$ cat src/rtl/hdb3_pkg.sv
// Shared symbol codes, scheduler states and small helpers for the HDB3 transmit scheduler.
package hdb3_pkg;

    typedef enum logic [1:0] {
        SYM_ZERO = 2'b00,
        SYM_ONE  = 2'b01,
        SYM_V    = 2'b10,
        SYM_B    = 2'b11
    } sym_e;

    typedef enum logic [1:0] {
        ST_IDLE  = 2'b00,
        ST_FILL  = 2'b01,
        ST_RUN   = 2'b10,
        ST_FLUSH = 2'b11
    } state_e;

    localparam logic [2:0] WIN_FULL = 3'd4;
    localparam logic [1:0] LOCK_SUB = 2'd3;

    // Symbols that take the alternating polarity and count toward parity.
    function automatic logic is_pulse(input sym_e sym);
        return (sym == SYM_ONE) || (sym == SYM_B);
    endfunction

endpackage

$ cat src/rtl/hdb3_lookahead_buf.sv
// Four-entry FIFO-order look-ahead window; index 0 is the oldest bit.
module hdb3_lookahead_buf
    import hdb3_pkg::*;
(
    input  logic       clk,
    input  logic       rst_n,
    input  logic       i_push,
    input  logic       i_pop,
    input  logic       i_bit,
    output logic [2:0] o_cnt,
    output logic       o_head,
    output logic       o_all_zero
);

    logic [3:0] r_win;
    logic [2:0] r_cnt;
    logic [3:0] w_win_nxt;
    logic [2:0] w_cnt_base;
    logic [2:0] w_cnt_nxt;

    // Shift out the head on pop, then write the new bit just past the survivors.
    always_comb begin
        w_win_nxt  = r_win;
        w_cnt_base = r_cnt;
        if (i_pop) begin
            w_win_nxt  = {1'b0, r_win[3:1]};
            w_cnt_base = r_cnt - 3'd1;
        end else begin
            w_win_nxt  = r_win;
            w_cnt_base = r_cnt;
        end
        if (i_push) begin
            w_win_nxt[w_cnt_base[1:0]] = i_bit;
            w_cnt_nxt                  = w_cnt_base + 3'd1;
        end else begin
            w_cnt_nxt = w_cnt_base;
        end
    end

    // Window contents and occupancy.
    always_ff @(posedge clk or negedge rst_n) begin
        if (!rst_n) begin
            r_win <= 4'b0000;
            r_cnt <= 3'd0;
        end else begin
            r_win <= w_win_nxt;
            r_cnt <= w_cnt_nxt;
        end
    end

    assign o_cnt      = r_cnt;
    assign o_head     = r_win[0];
    assign o_all_zero = (r_cnt == WIN_FULL) && (r_win == 4'b0000);

endmodule

$ cat src/rtl/hdb3_enc_scheduler.sv
// HDB3 transmit scheduler: handshaked look-ahead window, B/V substitution and AMI polarity.
module hdb3_enc_scheduler #(
    parameter logic INIT_LAST_POL = 1'b1,
    parameter logic INIT_PARITY   = 1'b0
) (
    input  logic       clk,
    input  logic       rst,
    input  logic       en,
    input  logic       in_bit,
    input  logic       in_valid,
    output logic       in_ready,
    input  logic       flush,
    output logic [1:0] out_sym,
    output logic       out_pol,
    output logic       out_valid,
    input  logic       out_ready,
    output logic       busy
);
    import hdb3_pkg::*;

    state_e     r_state;
    state_e     w_state_nxt;
    logic [1:0] r_lock;
    logic       r_parity;
    // Set when the last pulse sent was negative, so ones/B go out with this value as polarity.
    logic       r_last_neg;

    logic [2:0] w_cnt;
    logic [2:0] w_cnt_nxt;
    logic       w_head;
    logic       w_all_zero;
    logic       w_push;
    logic       w_pop;
    logic       w_flush;
    logic       w_sym_avail;
    sym_e       w_sym;
    logic       w_pol;

    hdb3_lookahead_buf u_buf (
        .clk        (clk),
        .rst_n      (rst),
        .i_push     (w_push),
        .i_pop      (w_pop),
        .i_bit      (in_bit),
        .o_cnt      (w_cnt),
        .o_head     (w_head),
        .o_all_zero (w_all_zero)
    );

    assign w_sym_avail = (w_cnt == WIN_FULL) || ((r_state == ST_FLUSH) && (w_cnt != 3'd0));
    assign out_valid   = en && w_sym_avail;
    assign w_pop       = out_valid && out_ready;
    assign in_ready    = en && (r_state != ST_FLUSH) && ((w_cnt < WIN_FULL) || w_pop);
    assign w_push      = in_valid && in_ready;
    assign w_flush     = en && flush;
    assign w_cnt_nxt   = w_cnt + {2'b00, w_push} - {2'b00, w_pop};
    assign busy        = (r_state != ST_IDLE);
    assign out_sym     = w_sym;
    assign out_pol     = w_pol;

    // Symbol decode purely from registered window, lock, parity and polarity.
    always_comb begin
        w_sym = SYM_ZERO;
        w_pol = 1'b0;
        if (!w_sym_avail) begin
            w_sym = SYM_ZERO;
        end else if (r_lock == 2'd1) begin
            w_sym = SYM_V;
            w_pol = ~r_last_neg;
        end else if (r_lock != 2'd0) begin
            w_sym = SYM_ZERO;
        end else if (w_all_zero) begin
            if (r_parity) begin
                w_sym = SYM_ZERO;
            end else begin
                w_sym = SYM_B;
                w_pol = r_last_neg;
            end
        end else if (w_head) begin
            w_sym = SYM_ONE;
            w_pol = r_last_neg;
        end else begin
            w_sym = SYM_ZERO;
        end
    end

    // Next-state logic; a flush that coincides with an accept still keeps that bit.
    always_comb begin
        w_state_nxt = r_state;
        case (r_state)
            ST_IDLE: begin
                if (w_push) begin
                    w_state_nxt = w_flush ? ST_FLUSH : ST_FILL;
                end else begin
                    w_state_nxt = ST_IDLE;
                end
            end
            ST_FILL: begin
                if (w_flush) begin
                    w_state_nxt = ST_FLUSH;
                end else if (w_cnt_nxt == WIN_FULL) begin
                    w_state_nxt = ST_RUN;
                end else begin
                    w_state_nxt = ST_FILL;
                end
            end
            ST_RUN: begin
                if (w_flush) begin
                    w_state_nxt = ST_FLUSH;
                end else if (w_cnt_nxt != WIN_FULL) begin
                    w_state_nxt = ST_FILL;
                end else begin
                    w_state_nxt = ST_RUN;
                end
            end
            ST_FLUSH: begin
                if (w_cnt_nxt == 3'd0) begin
                    w_state_nxt = ST_IDLE;
                end else begin
                    w_state_nxt = ST_FLUSH;
                end
            end
            default: w_state_nxt = ST_IDLE;
        endcase
    end

    // State register.
    always_ff @(posedge clk or negedge rst) begin
        if (!rst) begin
            r_state <= ST_IDLE;
        end else begin
            r_state <= w_state_nxt;
        end
    end

    // Substitution lock, parity and polarity advance only when a symbol actually pops.
    always_ff @(posedge clk or negedge rst) begin
        if (!rst) begin
            r_lock     <= 2'd0;
            r_parity   <= INIT_PARITY;
            r_last_neg <= INIT_LAST_POL;
        end else if (w_pop) begin
            if ((r_lock == 2'd0) && w_all_zero) begin
                r_lock <= LOCK_SUB;
            end else if (r_lock != 2'd0) begin
                r_lock <= r_lock - 2'd1;
            end
            if (w_sym == SYM_V) begin
                r_parity <= 1'b0;
            end else if (is_pulse(w_sym)) begin
                r_parity   <= ~r_parity;
                r_last_neg <= ~r_last_neg;
            end
        end
    end

endmodule

$ cat config.mk
export PLATFORM = sky130hd
export DESIGN_NAME = hdb3_enc_scheduler
export DESIGN_NICKNAME = d
export VERILOG_FILES = /design/src/rtl/hdb3_pkg.sv /design/src/rtl/hdb3_lookahead_buf.sv /design/src/rtl/hdb3_enc_scheduler.sv
export SDC_FILE = /design/constraint.sdc
export NUM_CORES = 1
export LEC_CHECK = 0
export CAP_MARGIN = 0
export CORE_MARGIN = 2
export CORE_UTILIZATION = 35
export DETAILED_ROUTE_END_ITERATION = 12
export HOLD_SLACK_MARGIN = 0.1
export PLACE_DENSITY = 0.64
export REMOVE_ABC_BUFFERS = 1
export SYNTH_ARGS = -nofsm -noshare
export SYNTH_HDL_FRONTEND = slang
export SYNTH_SLANG_ARGS = --single-unit
$ cat constraint.sdc
create_clock -name clk -period 4.33 [get_ports clk]
set_clock_uncertainty 0.05 [all_clocks]
set_input_delay 0.6495 -clock clk [delete_from_list [all_inputs] [get_ports clk]]
set_output_delay 0.6495 -clock clk [all_outputs]
set_load 0.1 [all_outputs]
* After elaboration in Yosys (flattened, before gate mapping) *
Index checks and enable logic that the tools add are counted.

word-level totals
  bits of input ports = 7
  memory bits (writable) = 0
  memories kept = 0
  flip-flop bits (word level) = 13
  logic and storage cells = 84
  ROM bits = 0
  latch bits = 0

operators by class
  shift-type cells = 0
  multiply operators = 0
  muxes and demuxes = 31
  magnitude comparators = 3
  equal/unequal tests = 11
  div/mod/pow operators = 0
  bitwise logic cells = 3
  reduce and logical (&&, ||, !) cells = 25
  add/subtract/negate cells = 5

operator list
  kind                                                  number
  2-to-1 mux 2 bit                                      14
  logical AND 1 bit                                     10
  2-to-1 mux 1 bit                                      10
  equality test 2 bit (second input constant)           4
  2-to-1 mux 4 bit                                      2
  one-hot mux 2 bit (4 select lines)                    1
  nonzero test 2 bit                                    4
  equality test 2 x 1 -> 1 bit (second input constant)  3
  equality test 3 bit (second input constant)           2
  2-to-1 mux 3 bit                                      2
  bitwise mux 4 bit                                     1
  zero test 2 bit                                       2
  zero test 4 bit                                       1
  AND reduction 2 bit                                   2
  adder 3 x 1 -> 3 bit                                  1
  adder 3 x 1 -> 3 bit (second input constant)          1
  zero test 3 bit                                       1
  logical OR 1 bit                                      3
  < comparator 2 x 3 -> 1 bit (second input constant)   1
  < comparator 3 bit (second input constant)            1
  inequality test 3 bit (second input constant)         1
  NOT 1 bit                                             3
  AND reduction 3 bit                                   1
  nonzero test 3 bit                                    1
  other kinds (6)                                       6

* Longest topological paths before layout *
Gate-level depths: netlist of run 1.

  word-level depth = 14
  depth in mapped cells = 13

* Hierarchy *
Synthesis of run 1 repeated with hierarchy kept, for this count alone.

second synthesis, totals
  cells, all modules = 111
  area total of the unflattened synthesis = 1,067.3 um^2

by module, submodules not included
  module              sequential area each (um^2)  cells an instance  area each (um^2)  times used
  hdb3_enc_scheduler  151.4                        60                 536.8             1
  hdb3_lookahead_buf  175.2                        51                 530.5             1

* Worst setup path after synthesis of run 1 *
Ideal clock, no wire load.

  path type = register to output
  start = register u_buf.r_cnt[1], in the netlist u_buf.o_cnt[1]
  end = output port out_sym[0]
  arrival = 2.968 ns
  setup slack = 0.663 ns
  data required time = 3.631 ns
  cell stages (with the launch flop) = 7
  path through = dfrtp_1 > inv_1 > ha_1 > ha_1 > or4b_4 > o41ai_4 > nor2b_1

on the way
  longest elaborated chain between the ends = 6

ends and longest elaborated chain
  element                   line                                                source
  start: declaration        hdb3_lookahead_buf.sv:16                            logic [2:0] r_cnt;
  start signal: assignment  hdb3_lookahead_buf.sv:47                            r_cnt <= w_cnt_nxt;
  equality test 3 bit       hdb3_lookahead_buf.sv:53, hdb3_enc_scheduler.sv:50
  logical AND 1 bit         hdb3_lookahead_buf.sv:53                            assign o_all_zero = (r_cnt == WIN_FULL) && (r_win == 4'b0000);
  2-to-1 mux 2 bit          hdb3_enc_scheduler.sv:72                            end else if (w_all_zero) begin
  2-to-1 mux 2 bit          hdb3_enc_scheduler.sv:70                            end else if (r_lock != 2'd0) begin
  2-to-1 mux 2 bit          hdb3_enc_scheduler.sv:67                            end else if (r_lock == 2'd1) begin
  2-to-1 mux 2 bit *        hdb3_enc_scheduler.sv:65                            if (!w_sym_avail) begin
  end: declaration          hdb3_enc_scheduler.sv:13                            output logic [1:0] out_sym,

Mark *: on every way between the ends. The rest lies on a longest branch, timed or not.

* Worst setup path after layout of run 1 *
  start = input port out_ready
  end = register r_state[0]

on the way
  longest elaborated chain between the ends = 10

ends and longest elaborated chain
  element                                                       line                                                  source
  start: declaration                                            hdb3_enc_scheduler.sv:16                              input logic out_ready,
  logical AND 1 bit *                                           hdb3_enc_scheduler.sv:52                              assign w_pop = out_valid && out_ready;
  logical OR 1 bit                                              hdb3_enc_scheduler.sv:53                              assign in_ready = en && (r_state != ST_FLUSH) && ((w_cnt < WIN_FULL) || w_pop);
  logical AND 1 bit                                             hdb3_enc_scheduler.sv:53
  logical AND 1 bit                                             hdb3_enc_scheduler.sv:54                              assign w_push = in_valid && in_ready;
  adder 3 x 1 -> 3 bit                                          hdb3_enc_scheduler.sv:56                              assign w_cnt_nxt = w_cnt + {2'b00, w_push} - {2'b00, w_pop};
  subtractor 3 x 1 -> 3 bit                                     hdb3_enc_scheduler.sv:56
  inequality test 3 bit or equality test 3 bit (tied branches)  hdb3_enc_scheduler.sv:110, hdb3_enc_scheduler.sv:101
  2-to-1 mux 2 bit (on tied branches)                           hdb3_enc_scheduler.sv:110, hdb3_enc_scheduler.sv:101
  2-to-1 mux 2 bit (on tied branches)                           hdb3_enc_scheduler.sv:108, hdb3_enc_scheduler.sv:99
  one-hot mux 2 bit (4 select lines) *                          hdb3_enc_scheduler.sv:90                              case (r_state)
  net w_state_nxt[0]                                            hdb3_enc_scheduler.sv:22                              state_e w_state_nxt;
  end signal: assignment                                        hdb3_enc_scheduler.sv:132                             r_state <= w_state_nxt;
  end: declaration                                              hdb3_enc_scheduler.sv:21                              state_e r_state;

Mark *: on every way through the listed nets, which the timed path passes. The rest lies on a longest branch.
A chain may end at the register's enable or synchronous reset.

==> results of run 1 <==
[area by class of cell]
| class | instances | area, um^2 | share of cell area [%] |
|---|---|---|---|
| Sequential cell | 13 | 327 | 27.7 |
| Inverter | 12 | 45.0 | 3.83 |
| Multi-Input combinational cell | 76 | 618 | 52.5 |
| Timing Repair Buffer | 14 | 123 | 10.4 |
| Clock buffer | 4 | 26.3 | 2.23 |
| Tap cell | 31 | 38.8 | 3.29 |
[power by group]
part | switching, mW | internal, mW | leakage [nW]
logic | 0.00814 | 0.00787 | 0.346
clock network | 0.0416 | 0.0358 | 0.0150
registers | 0.000485 | 0.122 | 0.166
total | 0.0502 | 0.165 | 0.528
[metal layers]
metal	GRT usage, %	vias to the layer above
met5	0	-
met4	5.98	0
met3	2.04	3
met2	24.5	14
met1	16.7	404
li1	-	406
[per-stage QoR]
| step | area, um^2 | hold slack (ns) |
|---|---|---|
| 2_1_floorplan | 990 | 0.304 |
| 3_3_place_gp | 1150 | 0.441 |
| 3_5_place_dp | 1150 | 0.441 |
| 4_1_cts | 1180 | 0.460 |
| 5_1_grt | 1180 | 0.466 |
| 6_report | 1180 | 0.457 |
[worst max-delay path: cells and delay by family]
kind	cells	cell delay, ns
adder cells (fa/ha/maj)	3	0.86
XOR/XNOR	1	0.38
AO/OA/AOI/OAI	2	0.40
buffers and inverters	3	0.66
AND/OR/NAND/NOR	3	0.87
[cell usage in the layout, fill, tap and decap left out, types with 5 or more instances in the layout]
| master | count |
|---|---|
| ha_1 | 10 |
| nand2_1 | 5 |
| clkdlybuf4s50_1 | 7 |
| buf_4 | 7 |
| nor2_1 | 5 |
| dfrtp_1 | 12 |
| inv_1 | 12 |
[flip-flops by register name, indices dropped and copies added (netlist names)]
register,count
r_state,2
u_buf.r_win,4
r_last_neg,1
u_buf.o_cnt,3
r_parity,1
r_lock,2
[kinds of logic after synthesis]
kind of cell,count (synthesis)
and+or+nand+nor,29
xor gates and xnor gates,5
AOI/OAI and AO/OA,28
buffers and inverters,14
DFF,13
muxes,3
adders and majority gates,11
[worst max-delay path by stage]
stage | endpoint | slack (ns)
global placement | r_state[0] | 0.48
finish | r_state[0] | 0.63
detailed placement | r_state[0] | 0.32
CTS | r_state[0] | 0.61
floorplan | out_sym[0] | 0.66
global route | r_state[0] | 0.40
==> results.yml, run 1 <==
outcome:
  status: "finished, final reports clean"
cells_and_area:
  final_util_pct: 43.1
  layoutNonFillerInstCount: 150
  area_growth_pct: 17.5
  drive_gt1_share_pct: 16.0
  antenna_cells: 0
  fillerInstances: 268
  fin_nets: 138
detailed_routing:
  drc: 0
  wirelength_mm: 2.02
  routed-wl-met3_um: 57
  drt_first_iter_violations: 29
  vias_per_cell: 5.51
  wl_met2_mm: 1.06
  drtPass1Iterations: 4
  routed.top_layer: "met4"
  wirelength_met1_um: 875
  drtAntennaViolNets: 0
  dr_total_vias: 827
  wl_per_cell_um: 13.5
pwr:
  power.density_nw_per_um2: 183
  vdd_ir_drop_max_mv: 0.114
  power_uw: 216
  leakagePower_nw: 0.528
min_path:
  whs_path_depth: 1
  hold_end: "r_last_neg"
  hp-class: "reg2reg"
  min_from: "r_last_neg"
global_routing:
  grt_pass1_vias: 804
  overflow: 0
  grt_antenna_before_repair: 0
  grt_max_degree: 14
  groute.usage.overall_pct: 13.9
  grt_pass1_wl_mm: 3.50
floorplan:
  fp.dieH_um: 57.5
  core_area_um2: 2730
  num_rows: 19
  initial_core_util_pct: 36.7
  io_pins: 13
  dieArea_um2: 3310
  die_w_um: 57.5
clock_tree:
  clock_sinks: 13
  cts_buffers: 3
  post_cts_buffers: 0
  cts_repair_resize_count: 0
  htreeDepth: 1
  clkTransAtPathRegs_ns: 0.08
  holdBufCountCts: 0
  cts_tree: "done"
  root_buffer: "clkbuf_4"
  insertion_delay_ns: 0.28
  clock_path_buffers: 2
timing:
  setup_tns_ns: 0
  period_share_pct: 85.5
  drv_slew: 0
  fmax_ghz: 0.270
  finalSetupViolCount: 0
  worst_slack_ns: 0.628
  hold_viol: 0
  worst_pin_slew_ns: 0.969
  min_period_ns: 3.70
  rsz0062_at_grt: "false"
  relSlewSlack_pct: 35.2
yosys:
  synth_edf_count: 0
  synth_top_family_by_area: "compound AO/OA/AOI/OAI gates"
  synth.distinct_cells: 40
  yosys.area.top_type: "dfrtp_1"
  synth_adder_area_share_pct: 14.5
  yosys-top-cells-count: "dfrtp_1 (12), inv_1 (12), ha_1 (10), nand2_1 (5), nor2_1 (5)"
  synthArstFlopShare_pct: 100
  synth_area_leaders: "dfrtp_1 (30%), ha_1 (12%), inv_1 (4.5%)"
  avgSynthCellArea_um2: 9.73
  ys.flop_type: "dfrtp_1"
  synth-simple-area-share_pct: 16.5
  ys_seq_area_share_pct: 32.6
  synth_compound_area_share_pct: 21.7
  synth.ff_latch_count: 13
  muxShareOfSynthArea_pct: 3.12
  syn_area_um2: 1000
  synth-xor-area-share_pct: 5.87
  synth_top_area_share_pct: 30.0
  syn_inst: 103
  yosysWarnings: 0
setup_path:
  reg2reg_from: "u_buf.o_cnt[1]"
  startpoint_type: "input pin"
  critPathKind: "in2reg"
  required_ns: 4.45
  ff2ff_path_depth: 13
  end_kind: "flip-flop"
  crit_arrival_ns: 3.82
  slowest_delay_ns: 0.50
  cp_max_fo: 12
  r2r_setup_slack_ns: 0.69
  critPathSlowestCell: "clkdlybuf4s50_1"
  cp_cell_sequence: "clkdlybuf4s50_1 > a21bo_2 > and4_1 > inv_1 > ha_1 > inv_1 > ha_1 > fa_1 > xor3_1 > nor3_1 > nand3b_1 > a32o_1"
  worstSetupStartpoint: "out_ready"
  r2r_end: "r_state[0]"
placed_design:
  dp_cells: 146
  port_buffers: 12
  post-dp-hpwl_mm: 1.63
  pre_cts_ws_ns: 0.317
  place_congestion: 0.855
run:
  cap_violations: 0
No activity file was read; power rests on OpenSTA's default activity.
==> run 2: changes to the inputs <==
CORE_MARGIN = default   (was 2)
HOLD_SLACK_MARGIN = default   (was 0.1)
MAX_ROUTING_LAYER = met4   (was default)
==> run 2 against run 1 <==
Effect of this change:
- via count shrank 1.1%
- setup slack lost 0.016 ns
- sequential power is essentially flat
- sequential cell count is the same
- cell area is the same
- highest routed layer unchanged
- worst hold slack lost 0.0077 ns
- critical path depth is the same
- wire length grew 2.8%
- global-route usage grew 1.9 points
- core utilization is the same
- die area shrank 6.8%
- clock power grew 3.6%
==> results.yml, run 2 (synthesized netlist as in run 1, its figures left out) <==
floorplan:
  die_w_um: 55.5
  initial_core_util_pct: 36.7
  io_pins: 13
  fp.dieH_um: 55.5
  dieArea_um2: 3080
  core_area_um2: 2730
  num_rows: 19
clock_tree:
  post_cts_buffers: 0
  cts_tree: "done"
  htreeDepth: 1
  clkTransAtPathRegs_ns: 0.09
  insertion_delay_ns: 0.28
  clock_path_buffers: 2
  cts_buffers: 3
  holdBufCountCts: 0
  clock_sinks: 13
  cts_repair_resize_count: 0
  root_buffer: "clkbuf_4"
timing:
  worst_pin_slew_ns: 0.970
  hold_viol: 0
  rsz0062_at_grt: "false"
  min_period_ns: 3.72
  relSlewSlack_pct: 35.1
  drv_slew: 0
  period_share_pct: 85.9
  hold_ws_ns: 0.449
  finalSetupViolCount: 0
  fmax_ghz: 0.269
  setup_tns_ns: 0
global_routing:
  groute.usage.overall_pct: 15.8
  grt_antenna_before_repair: 0
  overflow: 0
  grt_pass1_vias: 914
  grt_pass1_wl_mm: 3.75
  grt_max_degree: 14
cells_and_area:
  top_register: "u_buf.r_win"
  antenna_cells: 0
  area_growth_pct: 17.5
  fin_nets: 138
  fillerInstances: 283
  drive_gt1_share_pct: 16.0
  mostFrequentLayoutCells: "inv_1 (12), dfrtp_1 (12), ha_1 (10)"
  largest_reg_flops: 4
run:
  cap_violations: 0
placed_design:
  post-dp-hpwl_mm: 1.61
  port_buffers: 12
  place_congestion: 0.776
min_path:
  hp-class: "reg2reg"
setup_path:
  worst-path-buf-inv: 3
  cp_cell_sequence: "clkdlybuf4s50_1 > a21bo_2 > and4_1 > inv_1 > ha_1 > inv_1 > ha_1 > fa_1 > xor3_1 > nor3_1 > nand3b_1 > a32o_1"
  cp_max_fo: 12
  end_kind: "flip-flop"
  slowest_delay_ns: 0.51
  required_ns: 4.46
  critPathKind: "in2reg"
  critPathSlowestCell: "clkdlybuf4s50_1"
  crit_arrival_ns: 3.85
  path_delay_family: "simple AND/OR/NAND/NOR gates"
  startpoint_type: "input pin"
pwr:
  vdd_ir_drop_max_mv: 0.126
  power.density_nw_per_um2: 186
  power_uw: 219
  leakagePower_nw: 0.528
detailed_routing:
  drc: 0
  wl_per_cell_um: 13.8
  wirelength_mm: 2.08
  drt_first_iter_violations: 35
  drtPass1Iterations: 4
  vias_per_cell: 5.45
  dr_total_vias: 818
  drtAntennaViolNets: 0
outcome:
  status: "finished, final reports clean"
[run 2: cell counts in the layout (fill, tap and decap cells not counted)]
Identical to the previous run, type by type.
[run 2: per-stage QoR]
step / utilization, % / setup WS [ns] / area (um^2) / instances
2_1_floorplan: - / 0.663 / 990 / 101
3_3_place_gp: 42.1 / 0.477 / 1150 / 146
3_5_place_dp: 42.1 / 0.317 / 1150 / 146
4_1_cts: 43.1 / 0.602 / 1180 / 150
5_1_grt: 43.1 / 0.415 / 1180 / 150
6_report: 43.1 / 0.612 / 1180 / 150
[run 2: area by class of cell]
class                   count  area [um^2]  share of cell area (%)
clock buffers               4         26.3                    2.23
inverters                  12         45.0                    3.83
repair buffers             14          123                    10.4
multi-input cells          76          618                    52.5
flip-flops and latches     13          327                    27.7
well taps                  31         38.8                    3.29
[run 2: power breakdown]
group	switching [mW]	total, mW	internal (mW)
sequential	0.000525	0.122	0.122
combinational	0.00825	0.0161	0.00785
clock	0.0443	0.0801	0.0358
total	0.0531	0.219	0.165
[run 2: path summary, 6_finish.rpt]
kind | depth (start not counted) | slack, ns | endpoint | start
setup reg to reg | 13 | 0.67 | r_state[0] | u_buf.o_cnt[1]
max in group asynchronous | 1 | 3.14 | r_parity | rst
hold reg to reg | 1 | 0.45 | r_last_neg | r_last_neg
hold / removal | 1 | 0.45 | r_last_neg | r_last_neg
min in group asynchronous | 1 | 0.69 | u_buf.r_win[3] | rst
setup / recovery | 12 | 0.61 | r_state[0] | out_ready
[run 2: layer usage]
layer / vias up / track usage [%] / wire, um
met5: - / - / 0
met4: 0 / 4.29 / 8
met3: 2 / 4.22 / 52
met2: 9 / 28.4 / 1110
met1: 404 / 17.1 / 909
li1: 403 / - / -
==> patch 1 (settings of run 1) <==
`INIT_PARITY`: 1'b0 -> 1'b1.
--- a/src/rtl/hdb3_enc_scheduler.sv
+++ b/src/rtl/hdb3_enc_scheduler.sv
@@ -1,7 +1,7 @@
 // HDB3 transmit scheduler: handshaked look-ahead window, B/V substitution and AMI polarity.
 module hdb3_enc_scheduler #(
     parameter logic INIT_LAST_POL = 1'b1,
-    parameter logic INIT_PARITY   = 1'b0
+    parameter logic INIT_PARITY   = 1'b1
 ) (
     input  logic       clk,
     input  logic       rst,
Behaviour: not the same (a bounded check fails within 10 cycles, from zero or initial values and one cycle with rst low).
==> patch 1 against run 1 <==
Routed wire length up 1.8%; count of clock-buffer cells in the layout unchanged; first-iteration DRC count down 52%; design area up 0.11%; total power down 0.18%; worst setup slack worse by 0.018 ns; synthesized area up 0.12%; sequential cell count unchanged.
==> patch 1: results (changes against run 1) <==
[logic_synthesis] share of synthesized area occupied by flip-flops and latches 32.7% [+0.084 points]
[power] worst voltage drop across the vdd grid 0.111 mV [-2.7%]
[timing] slew of the pin with the lowest slew margin 0.962 ns [-0.00698 ns]
[place] post-place setup slack 0.305 ns [-0.0124 ns]
[clocking] number of CTS-inserted buffers 3 [unchanged]
[grt] met2 demand-to-capacity share in global routing 23.7% [-0.81 points]
[grt] Total Routing Usage GR 13.8% [-0.11 points]
[route] met2 WL 1010 um [-4.7%]
[grt] busiest layer in global routing met2
[logic_synthesis] synth cell count leaders 12 x sky130_fd_sc_hd__inv_1, 11 x sky130_fd_sc_hd__dfrtp_1, 10 x sky130_fd_sc_hd__ha_1
[power] internal power component 0.165 mW [about the same]
[power] leakage power 0.524 nW [-0.70%]
[layout] Final non-clock buffer share 10.4% [-0.011 points]
[layout] clk cell area share 2.23% [-0.0024 points]
[place] GP Congestion 0.779 [-8.9%]
[setup_path] arrival time of the worst setup path 3.84 ns [+0.02 ns]
[layout] fraction of final layout cells sized beyond drive strength 1 16.8% [+0.84 points]
[route] post-detailed-route via-to-cell ratio 5.56 [+0.85%]
[layout] post-synthesis to final-layout area growth 17.5% [about the same]
[route] Wirelength per Cell 13.7 um [+1.8%]
[setup_path] worst setup slack for register-to-register paths 0.72 ns [+0.03 ns]
[grt] via count of the first global-routing pass 853 [+6.1%]
[layout] sequential fraction of total cell area 27.8% [+0.077 points]
[grt] met3 Usage GRT 2.49% [+0.45 points]
[route] met3 WL 68 um [+19%]
[route] Starting DRT DRC Count 14 [-52%]
[power] Clk. pwr 0.0768 mW [-0.6%]
[power] P_sw 0.0498 mW [-0.85%]
[logic_synthesis] cell types occupying the most area after synthesis sky130_fd_sc_hd__dfrtp_1 27%, sky130_fd_sc_hd__ha_1 12%, sky130_fd_sc_hd__dfstp_2 5.2%
[outcome] status complete, no violations
[place] sum of net half-perimeters after detailed placement 1630 um [about the same]
[grt] met1 layer usage reported by global route 15.3% [-1.5 points]
[layout] # nets final 138 [unchanged]
[clocking] cell chosen for the clock root sky130_fd_sc_hd__clkbuf_4
[clocking] Setup Fix Bufs, Post-CTS 0 [unchanged]
[timing] Tmin final 3.72 ns [+0.0182 ns]
[route] final wirelength 2060 um [+1.8%]
==> patch 1: cell count changes after synthesis <==
cell / change
sky130_fd_sc_hd__dfstp_2: +1
sky130_fd_sc_hd__dfrtp_1: -1
==> patch 1: cells by family after synthesis <==
family,synth area share [%]
XOR/XNOR,5.86
buffers and inverters,5.74
flip-flops,32.7
AO/OA/AOI/OAI,21.7
AND/OR/NAND/NOR,16.5
adder cells (fa/ha/maj),14.5
multiplexers,3.12
==> patch 1: worst min-delay path by stage <==
stage                    start         end  cells past startpoint  slack (ns)
global placement    r_last_neg  r_last_neg                      1        0.44
floorplan                  rst   r_lock[0]                      0        0.30
finish              r_last_neg  r_last_neg                      1        0.45
CTS                 r_last_neg  r_last_neg                      1        0.45
global route        r_last_neg  r_last_neg                      1        0.47
detailed placement  r_last_neg  r_last_neg                      1        0.44
==> patch 2 (flow settings as in run 1) <==
Without the edit above. Make the reset (`rst` and `rst_n`) synchronous in 3 clocked blocks.
--- a/src/rtl/hdb3_lookahead_buf.sv
+++ b/src/rtl/hdb3_lookahead_buf.sv
@@ -38,7 +38,7 @@
     end
 
     // Window contents and occupancy.
-    always_ff @(posedge clk or negedge rst_n) begin
+    always_ff @(posedge clk) begin
         if (!rst_n) begin
             r_win <= 4'b0000;
             r_cnt <= 3'd0;
--- a/src/rtl/hdb3_enc_scheduler.sv
+++ b/src/rtl/hdb3_enc_scheduler.sv
@@ -125,7 +125,7 @@
     end
 
     // State register.
-    always_ff @(posedge clk or negedge rst) begin
+    always_ff @(posedge clk) begin
         if (!rst) begin
             r_state <= ST_IDLE;
         end else begin
@@ -134,7 +134,7 @@
     end
 
     // Substitution lock, parity and polarity advance only when a symbol actually pops.
-    always_ff @(posedge clk or negedge rst) begin
+    always_ff @(posedge clk) begin
         if (!rst) begin
             r_lock     <= 2'd0;
             r_parity   <= INIT_PARITY;
Formal check against the unedited RTL: differs if rst is asserted again (counterexample within 4 cycles, from zero or initial values and one cycle with rst low); with rst held inactive, the same outputs for 10 cycles.
==> patch 2 against run 1 <==
Utilization shrank 0.69 points; worst setup slack gained 0.31 ns; global-route usage grew 0.83 points; design area shrank 0.74%; register-to-register slack gained 0.47 ns; sequential share of layout area shrank 5.5 points; sequential cell count is the same; synthesized area grew 2.2%; critical path type unchanged; routed wire length grew 4.1%; final cell count grew 9.3%; synthesized cell count grew 17%; largest cell class unchanged; fmax grew 9.2%.
Power is not compared: it rests on default switching activity, and its combinational part moved more than twofold at a synthesized area within 25%.
==> patch 2: results (changes against run 1) <==
[outcome] status complete, no violations
[min_path] worst-case hold path end point u_buf.r_win[3]
[route] post-detailed-route via-to-cell ratio 5.40 [-2.1%]
[logic_synthesis] share of synthesized area occupied by flip-flops and latches 25.4% [-7.2 points]
[logic_synthesis] post-synthesis share of cell area spent on full adders, half adders and majority gates 14.2% [-0.32 points]
[grt] Total Routing Usage GR 14.7% [+0.83 points]
[setup_path] arrival time of the worst setup path 3.52 ns [-0.30 ns]
[place] GP Congestion 0.767 [-10%]
[layout] # nets final 152 [+10%]
[route] count of vias placed by the detailed router 885 [+7.0%]
[logic_synthesis] xor-xnor portion of the synthesized cell area 3.05% [-2.8 points]
[logic_synthesis] post-synth cell types 42 [+5.0%]
[setup_path] critical-path maximum fanout 10 [-2]
[place] post-placement cell count 160 [+9.6%]
[place] Cell Area, Placed 0.00114 mm2 [-0.76%]
[min_path] number of cells on the worst hold path 2 [+1]
[clocking] Setup Fix Bufs, Post-CTS 0 [unchanged]
[logic_synthesis] synth cell count leaders 13 x sky130_fd_sc_hd__dfxtp_1, 13 x sky130_fd_sc_hd__nand2_1, 11 x sky130_fd_sc_hd__inv_1
[timing] worst hold slack after final layout 0.470 ns [+0.0128 ns]
[logic_synthesis] gate count after technology mapping 121 [+17%]
[grt] via count of the first global-routing pass 879 [+9.3%]
[layout] filler cell count 292 [+9.0%]
[setup_path] r2r startpoint u_buf.o_cnt[1]
[min_path] launch instance of the worst min-delay path u_buf.r_win[3]
[layout] area of the multi-input gates 691 um2 [+12%]
[logic_synthesis] area fraction of the dominant cell type after synthesis 25.4% [-4.6 points]
[power] Clk. pwr 0.0821 mW
[logic_synthesis] leading register cell type out of synthesis sky130_fd_sc_hd__dfxtp_1
[grt] met3 Usage GRT 4.02% [+2.0 points]
[grt] met1 layer usage reported by global route 17.7% [+0.98 points]
[power] leakage power 0.488 nW
[route] Wirelength per Cell 12.8 um [-4.8%]
[place] post-place setup slack 0.621 ns [+0.304 ns]
[logic_synthesis] cell types occupying the most area after synthesis sky130_fd_sc_hd__dfxtp_1 25%, sky130_fd_sc_hd__ha_1 12%, sky130_fd_sc_hd__mux2i_1 5.9%
[timing] Max Fclk 295 MHz [+9.2%]
[timing] worst slew margin relative to its limit 35.3% [+0.11 points]
[setup_path] worst setup slack for register-to-register paths 1.16 ns [+0.47 ns]
[layout] fraction of final layout cells sized beyond drive strength 1 12.0% [-3.9 points]
-- patch 2: cell types whose count changed in the layout (fill, tap and decap cells not counted), moves of 4 or more --
cell / delta
sky130_fd_sc_hd__mux2i_1: +4
sky130_fd_sc_hd__dfxtp_1: +13
sky130_fd_sc_hd__a21oi_1: +4
sky130_fd_sc_hd__nand2_1: +8
sky130_fd_sc_hd__dfrtp_1: -12
-- patch 2: final cells by class --
| type | count | area share [%] |
|---|---|---|
| inverter | 12 | 3.85 |
| clock buffer | 4 | 2.25 |
| sequential | 13 | 22.3 |
| multi-input combinational | 92 | 59.1 |
| timing repair buffer | 12 | 9.21 |
| tap | 31 | 3.32 |
-- patch 2: critical path, stage by stage --
cell and delay [ns]:
sky130_fd_sc_hd__clkdlybuf4s50_1 0.57, sky130_fd_sc_hd__and2_1 0.18, sky130_fd_sc_hd__and3_1 0.38, sky130_fd_sc_hd__inv_2 0.11, sky130_fd_sc_hd__ha_1 0.28, sky130_fd_sc_hd__inv_1 0.04
sky130_fd_sc_hd__ha_1 0.19, sky130_fd_sc_hd__fa_1 0.39, sky130_fd_sc_hd__xnor3_1 0.38, sky130_fd_sc_hd__nand2_1 0.10, sky130_fd_sc_hd__a2bb2oi_1 0.16, sky130_fd_sc_hd__a21oi_1 0.08
-- patch 2: how the worst max path moves through the flow --
stage                              start    endpoint  depth (start not counted)
after detailed placement              en  r_state[1]                         12
after global routing                  en  r_state[1]                         12
after floorplan           u_buf.o_cnt[1]     out_pol                          7
after global placement                en  r_state[1]                         12
after CTS                             en  r_state[1]                         12
final                                 en  r_state[1]                         12
-- patch 2: routing by layer --
| layer | wire length [um] | share of wire [%] |
|---|---|---|
| met3 | 88 | 4.2 |
| met5 | 0 | 0 |
| met2 | 1010 | 48 |
| met4 | 17 | 0.81 |
| met1 | 987 | 47 |
